===== src/rtl/multicycle_ctrl.sv =====
// Multicycle instruction sequencer: FETCH/DECODE/EXEC/MEM/WB with a Mem_Ready timeout into ERROR.
// Define CTRL_PERF_CNT_EN to add the Cycle_Count / Instr_Count performance counters.
module multicycle_ctrl #(
    parameter logic [3:0] HALT_OPCODE = 4'b1111,
    parameter int         MAX_WAIT    = 8
) (
    input  logic        clk,
    input  logic        reset,
    input  logic [3:0]  Opcode,
    input  logic [3:0]  Funct_field,
    input  logic        Zero,
    input  logic        Mem_Ready,
    output logic        Mem_Req,
    output logic        Mem_Write,
    output logic        IorD,
    output logic        IR_Write,
    output logic        PC_Write,
    output logic        ALU_Src,
    output logic        Reg_Write,
    output logic        Mem_to_Reg,
    output logic [1:0]  PC_Src,
    output logic [3:0]  ALU_op,
    output logic [2:0]  State,
    output logic        Halted,
    output logic        Bus_Error
`ifdef CTRL_PERF_CNT_EN
    ,
    output logic [15:0] Cycle_Count,
    output logic [15:0] Instr_Count
`endif
);

    typedef enum logic [2:0] {
        S_FETCH  = 3'd0,
        S_DECODE = 3'd1,
        S_EXEC   = 3'd2,
        S_MEM    = 3'd3,
        S_WB     = 3'd4,
        S_HALT   = 3'd5,
        S_ERROR  = 3'd6
    } state_t;

    localparam logic [3:0] OP_R    = 4'b0000;
    localparam logic [3:0] OP_LW   = 4'b0001;
    localparam logic [3:0] OP_SW   = 4'b0010;
    localparam logic [3:0] OP_ADDI = 4'b0011;
    localparam logic [3:0] OP_BEQ  = 4'b0100;
    localparam logic [3:0] OP_BNE  = 4'b0101;
    localparam logic [3:0] OP_JMP  = 4'b0110;

    localparam int             WCW      = $clog2(MAX_WAIT + 1);
    localparam logic [WCW-1:0] WAIT_LIM = WCW'(MAX_WAIT);

    state_t          r_state;
    state_t          w_next;
    logic [WCW-1:0]  r_wait_cnt;
    logic [WCW-1:0]  w_wait_inc;
    logic [3:0]      r_opcode;
    logic [3:0]      r_funct;

    assign w_wait_inc = r_wait_cnt + WCW'(1);
    assign State      = r_state;

    always_ff @(posedge clk or posedge reset) begin
        if (reset) begin
            r_state    <= S_FETCH;
            r_wait_cnt <= '0;
            r_opcode   <= '0;
            r_funct    <= '0;
        end else begin
            r_state <= w_next;
            if (r_state == S_DECODE) begin
                r_opcode <= Opcode;
                r_funct  <= Funct_field;
            end
            // Counts only uninterrupted stalls; any state change or ready clears it.
            if ((r_state == S_FETCH || r_state == S_MEM) && !Mem_Ready && w_next == r_state)
                r_wait_cnt <= w_wait_inc;
            else
                r_wait_cnt <= '0;
        end
    end

    always_comb begin
        w_next     = r_state;
        Mem_Req    = 1'b0;
        Mem_Write  = 1'b0;
        IorD       = 1'b0;
        IR_Write   = 1'b0;
        PC_Write   = 1'b0;
        ALU_Src    = 1'b0;
        Reg_Write  = 1'b0;
        Mem_to_Reg = 1'b0;
        PC_Src     = 2'b00;
        ALU_op     = 4'b0000;
        Halted     = 1'b0;
        Bus_Error  = 1'b0;
        case (r_state)
            S_FETCH: begin
                Mem_Req = 1'b1;
                if (Mem_Ready) begin
                    IR_Write = 1'b1;
                    PC_Write = 1'b1;
                    w_next   = S_DECODE;
                end else if (w_wait_inc == WAIT_LIM) begin
                    w_next = S_ERROR;
                end
            end
            S_DECODE: begin
                if (Opcode == OP_JMP) begin
                    PC_Write = 1'b1;
                    PC_Src   = 2'b10;
                    w_next   = S_FETCH;
                end else if (Opcode == HALT_OPCODE) begin
                    w_next = S_HALT;
                end else if (Opcode > OP_BNE) begin
                    w_next = S_FETCH;
                end else begin
                    w_next = S_EXEC;
                end
            end
            S_EXEC: begin
                case (r_opcode)
                    OP_R: begin
                        ALU_op = r_funct;
                        w_next = S_WB;
                    end
                    OP_ADDI: begin
                        ALU_Src = 1'b1;
                        w_next  = S_WB;
                    end
                    OP_LW, OP_SW: begin
                        ALU_Src = 1'b1;
                        w_next  = S_MEM;
                    end
                    OP_BEQ, OP_BNE: begin
                        ALU_op   = 4'b0001;
                        PC_Src   = 2'b01;
                        PC_Write = (r_opcode == OP_BEQ) ? Zero : !Zero;
                        w_next   = S_FETCH;
                    end
                    default: w_next = S_FETCH;
                endcase
            end
            S_MEM: begin
                Mem_Req   = 1'b1;
                IorD      = 1'b1;
                Mem_Write = (r_opcode == OP_SW);
                ALU_Src   = 1'b1;
                if (Mem_Ready)
                    w_next = (r_opcode == OP_SW) ? S_FETCH : S_WB;
                else if (w_wait_inc == WAIT_LIM)
                    w_next = S_ERROR;
            end
            S_WB: begin
                Reg_Write  = 1'b1;
                Mem_to_Reg = (r_opcode == OP_LW);
                w_next     = S_FETCH;
            end
            S_HALT:  Halted    = 1'b1;
            S_ERROR: Bus_Error = 1'b1;
            default: w_next = S_FETCH;
        endcase
        // Reset must drop any in-flight memory request combinationally.
        if (reset) begin
            Mem_Req    = 1'b0;
            Mem_Write  = 1'b0;
            IorD       = 1'b0;
            IR_Write   = 1'b0;
            PC_Write   = 1'b0;
            ALU_Src    = 1'b0;
            Reg_Write  = 1'b0;
            Mem_to_Reg = 1'b0;
            PC_Src     = 2'b00;
            ALU_op     = 4'b0000;
            Halted     = 1'b0;
            Bus_Error  = 1'b0;
        end
    end

`ifdef CTRL_PERF_CNT_EN
    logic [15:0] r_cycle_cnt;
    logic [15:0] r_instr_cnt;

    always_ff @(posedge clk or posedge reset) begin
        if (reset) begin
            r_cycle_cnt <= '0;
            r_instr_cnt <= '0;
        end else begin
            if (r_state != S_HALT && r_state != S_ERROR)
                r_cycle_cnt <= r_cycle_cnt + 16'd1;
            if (w_next == S_FETCH && r_state != S_FETCH)
                r_instr_cnt <= r_instr_cnt + 16'd1;
        end
    end

    assign Cycle_Count = r_cycle_cnt;
    assign Instr_Count = r_instr_cnt;
`endif

endmodule


===== config.mk =====
export PLATFORM = sky130hd
export DESIGN_NAME = multicycle_ctrl
export DESIGN_NICKNAME = d
export VERILOG_FILES = /design/src/rtl/multicycle_ctrl.sv
export SDC_FILE = /design/constraint.sdc
export NUM_CORES = 1
export LEC_CHECK = 0
export BUFFER_PORTS_ARGS = -buffer_cell sky130_fd_sc_hd__buf_2
export CAP_MARGIN = 30
export CORE_ASPECT_RATIO = 1.1
export CORE_MARGIN = 2
export CORE_UTILIZATION = 56
export CTS_BUF_LIST = sky130_fd_sc_hd__clkbuf_4
export DETAILED_ROUTE_END_ITERATION = 6
export GPL_TIMING_DRIVEN = 0
export PLACE_DENSITY = 0.87
export SLEW_MARGIN = 30
export SYNTH_ARGS = -nofsm -noshare
export SYNTH_HDL_FRONTEND = slang
export SYNTH_SLANG_ARGS = --single-unit

===== constraint.sdc =====
create_clock -name clk -period 4.03 [get_ports clk]
set_input_delay 1.209 -clock clk [delete_from_list [all_inputs] [get_ports clk]]
set_output_delay 1.209 -clock clk [all_outputs]
set_load 0.05 [all_outputs]

-- Yosys cells after proc, flatten, opt, wreduce, memory -nomap -nowiden
Cells that the tools add are included.
Widths: inputs -> output; s select.
- flip-flop bits (word level): 15
- latch bits: 0
- bits in writable memories: 0
- bits in read-only memories: 0
- bits of input ports: 12
- output and inout port bits: 19
- logic and storage cells: 76
- memories kept: 0
- add/subtract/negate cells: 1
- $mul: 0
- div/mod/pow operators: 0
- order comparisons: 1
- equality and inequality tests: 15
- shift operators: 0
- muxes and demuxes: 42
- bitwise operators: 0
- reductions and logical operators: 13
- operators by type and width (kind ; count):
    $mux 1 ; 24
    $mux 3 ; 6
    $pmux 3 s5 ; 1
    $eq 4x3->1 const B ; 3
    $mux 4 ; 3
    $reduce_or 2->1 ; 5
    $eq 3x3->1 const B ; 3
    $eq 4x2->1 const B ; 2
    $eq 4x4->1 const B ; 2
    $pmux 4 s2 ; 1
    $eq 3x2->1 const B ; 2
    $mux 2 ; 3
    $pmux 3 s2 ; 1
    $add 4x1->4 const B ; 1
    $eq 4x1->1 const B ; 1
    $gt 4x3->1 const B ; 1
    $logic_not 4->1 ; 1
    $pmux 2 s2 ; 1
    $eq 3x1->1 const B ; 1
    $eq 3x3->1 ; 1
    $logic_not 3->1 ; 1
    $pmux 1 s3 ; 1
    $reduce_or 3->1 ; 1
    $logic_and 1x1->1 ; 2
    other kinds (3) ; 4

-- Depth between registers and ports, before layout
Gate-level depths: netlist of the first run.
- depth in word-level cells: 8
- mapped depth: 5
- mapped depth without buffers: 5

-- Worst setup path after synthesis of the first run
OpenSTA, ideal clock, no wires.
- path type: input port to output port
- start point: input reset
- end point: output Mem_to_Reg
- arrival time: 2.992 ns
- setup slack: -0.171 ns
- stages on the path: 2
- path buffers: 0
- path through: nor3_1 and4b_1
- word-level cells in the longest chain between the ends: 1
- ends and longest elaborated chain (item ; RTL line ; text):
    start: declaration ; 8 ; input logic reset,
    $mux 1 ; 165 ; if (reset) begin
    end: declaration ; 20 ; output logic Mem_to_Reg,
No other way between the ends.

-- Worst setup path after layout of the first run
- start point: input reset
- end point: output ALU_op[0]
- word-level cells in the longest chain between the ends: 1
- ends and longest elaborated chain (item ; RTL line ; text):
    $mux 4 ; 165 ;
    end: declaration ; 22 ; output logic [3:0] ALU_op,
No other way between the ends.

==> qor.txt, run 1 <==
Seq cells post-synth - 15
DRC - 0
r2r setup slk - 2.40 ns
CTS hold repair buffers - 0
routed via count - 908
Switching Power - 0.387 mW
placer congestion estimate - 0.809
clock sink count - 15
postcts setup bufs - 0
clock buffer depth - 2
synth top area cells - dfrtp_1 39%, mux2_2 9.3%, nor2_1 5.8%
Final ANT Viol Nets - 0
part of the power in registers - 33.9%
die area - 2070 µm²
Syn Inst Count - 107
DP Area - 1150 µm²
Inst Count DP - 154
Syn Area/Cell - 9.03 µm²
Synth area leader - dfrtp_1
Comb pwr share - 55.9%
WS Path Type - in2out
final setup fails - 0
share of the synthesized area in the top cell type - 38.9%
initial antenna violation count - 0
Max Slew Vio Count - 0
final std cell area, no fill - 1180 µm²
dpl hpwl - 1640 µm
vias per cell - 5.75
slew margin rel. - 74.3%
Reg clk slew, reported paths - 0.09 ns
adder-cell share of the synthesized area - 1.30%
Period minus WS final - 3.78 ns
compound-cell area share of the yosys netlist - 12.3%
worst hold path class - reg2reg
FF-to-FF End - r_funct[0]
unrepaired setup endpoints after global routing - false
main combinational cell family by area after synthesis - simple AND/OR/NAND/NOR gates
Mapped Area - 966 µm²
post-synthesis simple-gate area fraction - 29.5%
Die H - 47.6 µm
cell row count - 15
syn nets - 120
Fin. Hold Viols - 0
drt wl/cell - 13.4 µm
total wire length after detailed routing - 2110 µm
clock latency at the later pin of the worst-skew pair - 0.27 ns
core area - 1600 µm²
Synth Area in XOR/XNOR - 4.53%
GRT overflow - 0
main flop type after synthesis - dfrtp_1
final hold slack - 0.511 ns
first-pass GRT wire length - 3590 µm
htree depth - 1
Initial Util - 60.5%
Layout Nets - 155
mux contribution to synthesized area - 9.33%
CTS buffer count - 3
Hold EP - r_funct[2]
RR Startpoint - State[1]
post-route insts no fill - 158
status - complete, no violations
VDD IR-drop max - 0.000518 V
Clock Power Share - 10.2%
leak pwr - 0.567 nW
Max-Cap Viols - 0
asr flop ratio synth - 100%
DRT iter0 DRCs - 17
EDFF count, synth - 0
via count of the first global-routing pass - 817
sw frac - 47.5%
Synth Warn # - 0
Root Buffer - clkbuf_4
Worst-Margin Slew - 0.385 ns
Diodes inserted - 0
CP Data Arrival Time - 2.58 ns
TritonCTS clock tree - built
GR Util All Layers - 23.1%
worst hold path startpoint - r_funct[2]
CP max FO - 17
share of cells above drive strength 1 - 39.7%
setup TNS - 0 ns
largest net degree at the start of global routing - 18
library cells used by synthesis - 36
clk_skew - 0.00157 ns
fin crit share - 93.9%
maximum clock rate - 264 MHz
sequential share of the synthesized area - 38.9%
I/O Pins - 31
R2R depth - 4
Pwr Density - 691 nW/µm²
P_int - 0.428 mW
synth cell count leaders - 15 x dfrtp_1, 15 x nor2_1, 9 x nand2_1
crit end category - output port
Required @ worst endpoint - 2.82 ns
area grow syn2layout - 22.0%
hold path cells - 1
Setup crit start kind - input pin
# fillers - 122
Port Buffer Count - 30
final core utilization - 73.9%
Die W - 43.6 µm
1st-pass router iterations - 4
power groups by stage:
stage          logic [mW]  clock network [mW]  registers [mW]
5_1_grt             0.502              0.0920           0.286
2_1_floorplan       0.333                   0           0.300
3_3_place_gp        0.443                   0           0.271
3_5_place_dp        0.453                   0           0.278
6_report            0.455              0.0834           0.276
4_1_cts             0.455              0.0860           0.275
through the flow:
stage               setup WS (ns)  power [mW]
floorplan                 -0.0651       0.633
global placement          -0.0655       0.714
detailed placement        -0.0627       0.731
CTS                         0.215       0.817
global route               0.0623       0.880
finish                      0.246       0.815
worst max-delay path, cell delays in order:
cell and delay [ns]:
buf_2 0.17, clkinvlp_4 0.35, nand2_1 0.33, nor3_2 0.10, a21o_2 0.21, buf_2 0.20
what timing repair did:
| item | 4_1_cts | 5_1_grt |
|---|---|---|
| hold endpoints to repair | 0 | 0 |
| endpoints found under the setup margin | 4 | 0 |
| resized for setup | 1 | 0 |
routing by layer:
metal / wire (µm) / vias up / track usage, %
met5: 0 / - / 0
met2: 1010 / 39 / 37.4
met3: 123 / 2 / 4.53
li1: - / 447 / -
met4: 9 / 0 / 7.27
met1: 964 / 420 / 31.8
layout make-up:
| class | instances | area [µm²] | area share, % |
|---|---|---|---|
| inverters | 4 | 18.8 | 1.59 |
| flip-flops and latches | 15 | 375 | 31.8 |
| repair buffers | 30 | 150 | 12.7 |
| multi-input cells | 84 | 561 | 47.6 |
| clock buffers | 3 | 22.5 | 1.91 |
| well taps | 17 | 21.3 | 1.80 |
| plain buffers | 4 | 25.0 | 2.12 |
| clock inverters | 1 | 5.00 | 0.425 |
state kept, by name, indices dropped and copies added (netlist names):
register and flops:
r_funct 4, State 3, r_wait_cnt 4, r_opcode 4
worst max-delay path by stage:
stage	from	end	slack, ns
after detailed placement	reset	ALU_op[2]	-0.06
after global routing	reset	ALU_op[0]	0.06
after CTS	reset	ALU_op[0]	0.22
final	reset	ALU_op[0]	0.25
after floorplan	reset	Mem_Write	-0.07
after global placement	reset	ALU_op[2]	-0.07
cell usage in the layout, fill, tap and decap left out, drive strengths merged, types with 2 or more instances in the layout:
master / Yosys / routed
mux2: 8 / 8
and2: 4 / 4
dfrtp: 15 / 15
xnor2: 4 / 4
clkbuf: 1 / 4
and3: 4 / 4
nor3: 5 / 5
buf: 3 / 33
nor2: 15 / 15
a21oi: 5 / 5
nand2: 9 / 9
inv: 4 / 3
nand3b: 2 / 2
nand3: 5 / 5
nand4: 3 / 3
o21ai: 2 / 2
or2: 2 / 2
logic make-up after synthesis:
| kind of cell | after synthesis |
|---|---|
| buf+inv | 8 |
| flops | 15 |
| compound gates | 16 |
| simple gates | 54 |
| mux | 8 |
| fa+ha+maj | 1 |
| xor+xnor | 5 |
No activity file was read; power rests on OpenSTA's default activity.
==> run 2: changes to the inputs <==
- REMOVE_ABC_BUFFERS: not set -> 1
==> run 2 against run 1 <==
Effect of this change: register-to-register slack got worse by 0.36 ns; critical path depth stayed put; first-iteration DRC count is 29% higher; flip-flop and latch count stayed put; combinational power fell by 11%; clock-buffer cell count did not move; worst setup slack lost 0.0090 ns; fmax decreased by 0.24%; non-clock buffer count decreased by 4; critical path type unchanged; largest cell class unchanged.
==> qor.txt, run 2 (synthesis results as in run 1) <==
status - complete, no violations (unchanged)
final core utilization - 72.0% (was 73.9%)
worst hold path class - reg2reg (unchanged)
TritonCTS clock tree - built (unchanged)
via count of the first global-routing pass - 787 (was 817)
FF-to-FF End - State[2] (was r_funct[0])
largest net degree at the start of global routing - 18 (unchanged)
core area - 1600 µm² (unchanged)
Period minus WS final - 3.79 ns (was 3.78 ns)
Critical Path End - ALU_op[0] (unchanged)
Fin. Hold Viols - 0 (unchanged)
die area - 2070 µm² (unchanged)
initial antenna violation count - 0 (unchanged)
Reg clk slew, reported paths - 0.09 ns (about the same)
DRT iter0 DRCs - 22 (was 17)
Root Buffer - clkbuf_4 (unchanged)
Port Buffer Count - 30 (unchanged)
GR Util All Layers - 21.0% (was 23.1%)
final setup fails - 0 (unchanged)
Initial Util - 60.5% (unchanged)
fin crit share - 94.1% (was 93.9%)
Final Worst Setup Slack - 0.236 ns (was 0.246 ns)
htree depth - 1 (unchanged)
clock latency at the later pin of the worst-skew pair - 0.27 ns (about the same)
I/O Pins - 31 (unchanged)
WS Path Type - in2out (unchanged)
biggest regs - r_funct x4, r_opcode x4, r_wait_cnt x4 (unchanged)
CP max FO - 17 (unchanged)
VDD IR-drop max - 0.000444 V (was 0.000518 V)
Die H - 47.6 µm (unchanged)
cell row count - 15 (unchanged)
RR Startpoint - State[0] (was State[1])
most common cell after layout, fill and taps aside - buf_2 (unchanged)
Max-Cap Viols - 0 (unchanged)
leak pwr - 0.550 nW (was 0.567 nW)
placer congestion estimate - 0.862 (was 0.809)
Layout Nets - 151 (was 155)
clk_skew - 0.000552 ns (was 0.00157 ns)
CTS buffer count - 3 (unchanged)
area grow syn2layout - 18.9% (was 22.0%)
Final ANT Viol Nets - 0 (unchanged)
dpl hpwl - 1630 µm (was 1640 µm)
Setup crit start kind - input pin (unchanged)
crit end category - output port (unchanged)
drt wl/cell - 13.5 µm (was 13.4 µm)
Die W - 43.6 µm (unchanged)
share of cells above drive strength 1 - 38.0% (was 39.7%)
first-pass GRT wire length - 3280 µm (was 3590 µm)
Inst Count DP - 150 (was 154)
commonest cells after routing, fill and taps aside - 30 x buf_2, 15 x dfrtp_1, 15 x nor2_1 (was 32 x buf_2, 15 x dfrtp_1, 15 x nor2_1)
Max Slew Vio Count - 0 (unchanged)
routed via count - 901 (was 908)
slew margin rel. - 49.1% (was 74.3%)
CTS hold repair buffers - 0 (unchanged)
minimum setup slack after placement - -0.0639 ns (was -0.0627 ns)
r2r setup slk - 2.04 ns (was 2.40 ns)
total wire length after detailed routing - 2080 µm (was 2110 µm)
clock sink count - 15 (unchanged)
Pwr Density - 691 nW/µm² (about the same)
CP Data Arrival Time - 2.58 ns (about the same)
unrepaired setup endpoints after global routing - false (unchanged)
DRC - 0 (unchanged)
Worst-Margin Slew - 0.761 ns (was 0.385 ns)
GRT overflow - 0 (unchanged)
CP startpoint - reset (unchanged)
R2R depth - 4 (unchanged)
postcts setup bufs - 0 (unchanged)
Required @ worst endpoint - 2.82 ns (about the same)
post-route insts no fill - 154 (was 158)
maximum clock rate - 264 MHz (about the same)
1st-pass router iterations - 4 (unchanged)
post_cts resized - 1 (unchanged)
vias per cell - 5.85 (was 5.75)
Diodes inserted - 0 (unchanged)
clock buffer depth - 2 (unchanged)
## run 2: power breakdown
| part | total, mW | internal (mW) | switching (mW) |
|---|---|---|---|
| sequential | 0.303 | 0.212 | 0.0910 |
| clock | 0.0858 | 0.0367 | 0.0491 |
| combinational | 0.405 | 0.166 | 0.239 |
## run 2: routing by layer
layer	global-route usage [%]	part of all wire [%]	routed length, µm
met1	23.7	43	896
met2	40.3	51	1060
met3	3.02	4.6	96
met4	8.48	1.3	27
met5	0	0	0
## run 2: critical path, stage by stage
cell and delay [ns]:
buf_2 0.14, clkinvlp_4 0.27, nand2_1 0.21, nor3_2 0.32
a21o_2 0.17, buf_2 0.25
## run 2: per-stage QoR
| stage | total power [mW] | TNS (ns) | area [µm²] | hold slack [ns] |
|---|---|---|---|---|
| detailed placement | 0.710 | -0.249 | 1120 | 0.487 |
| CTS | 0.794 | 0 | 1150 | 0.509 |
| finish | 0.794 | 0 | 1150 | 0.508 |
| floorplan | 0.614 | -0.410 | 941 | 0.469 |
| global route | 0.844 | 0 | 1150 | 0.523 |
| global placement | 0.693 | -0.239 | 1110 | 0.481 |
## run 2: worst min path at each step
| stage | from | cells after the start | end |
|---|---|---|---|
| finish | r_funct[2] | 1 | r_funct[2] |
| global route | r_funct[2] | 1 | r_funct[2] |
| CTS | r_funct[2] | 1 | r_funct[2] |
| detailed placement | r_funct[2] | 1 | r_funct[2] |
| global placement | r_funct[2] | 1 | r_funct[2] |
| floorplan | r_wait_cnt[0] | 1 | r_wait_cnt[0] |
## run 2: cell type report
cell class | instances | area (µm²)
Inverter | 4 | 18.8
Fill cell | 125 | 447
Timing Repair Buffer | 30 | 150
Clock inverter | 1 | 5.00
Tap cell | 17 | 21.3
Clock buffer | 3 | 22.5
Multi-Input combinational cell | 84 | 556
Sequential cell | 15 | 375
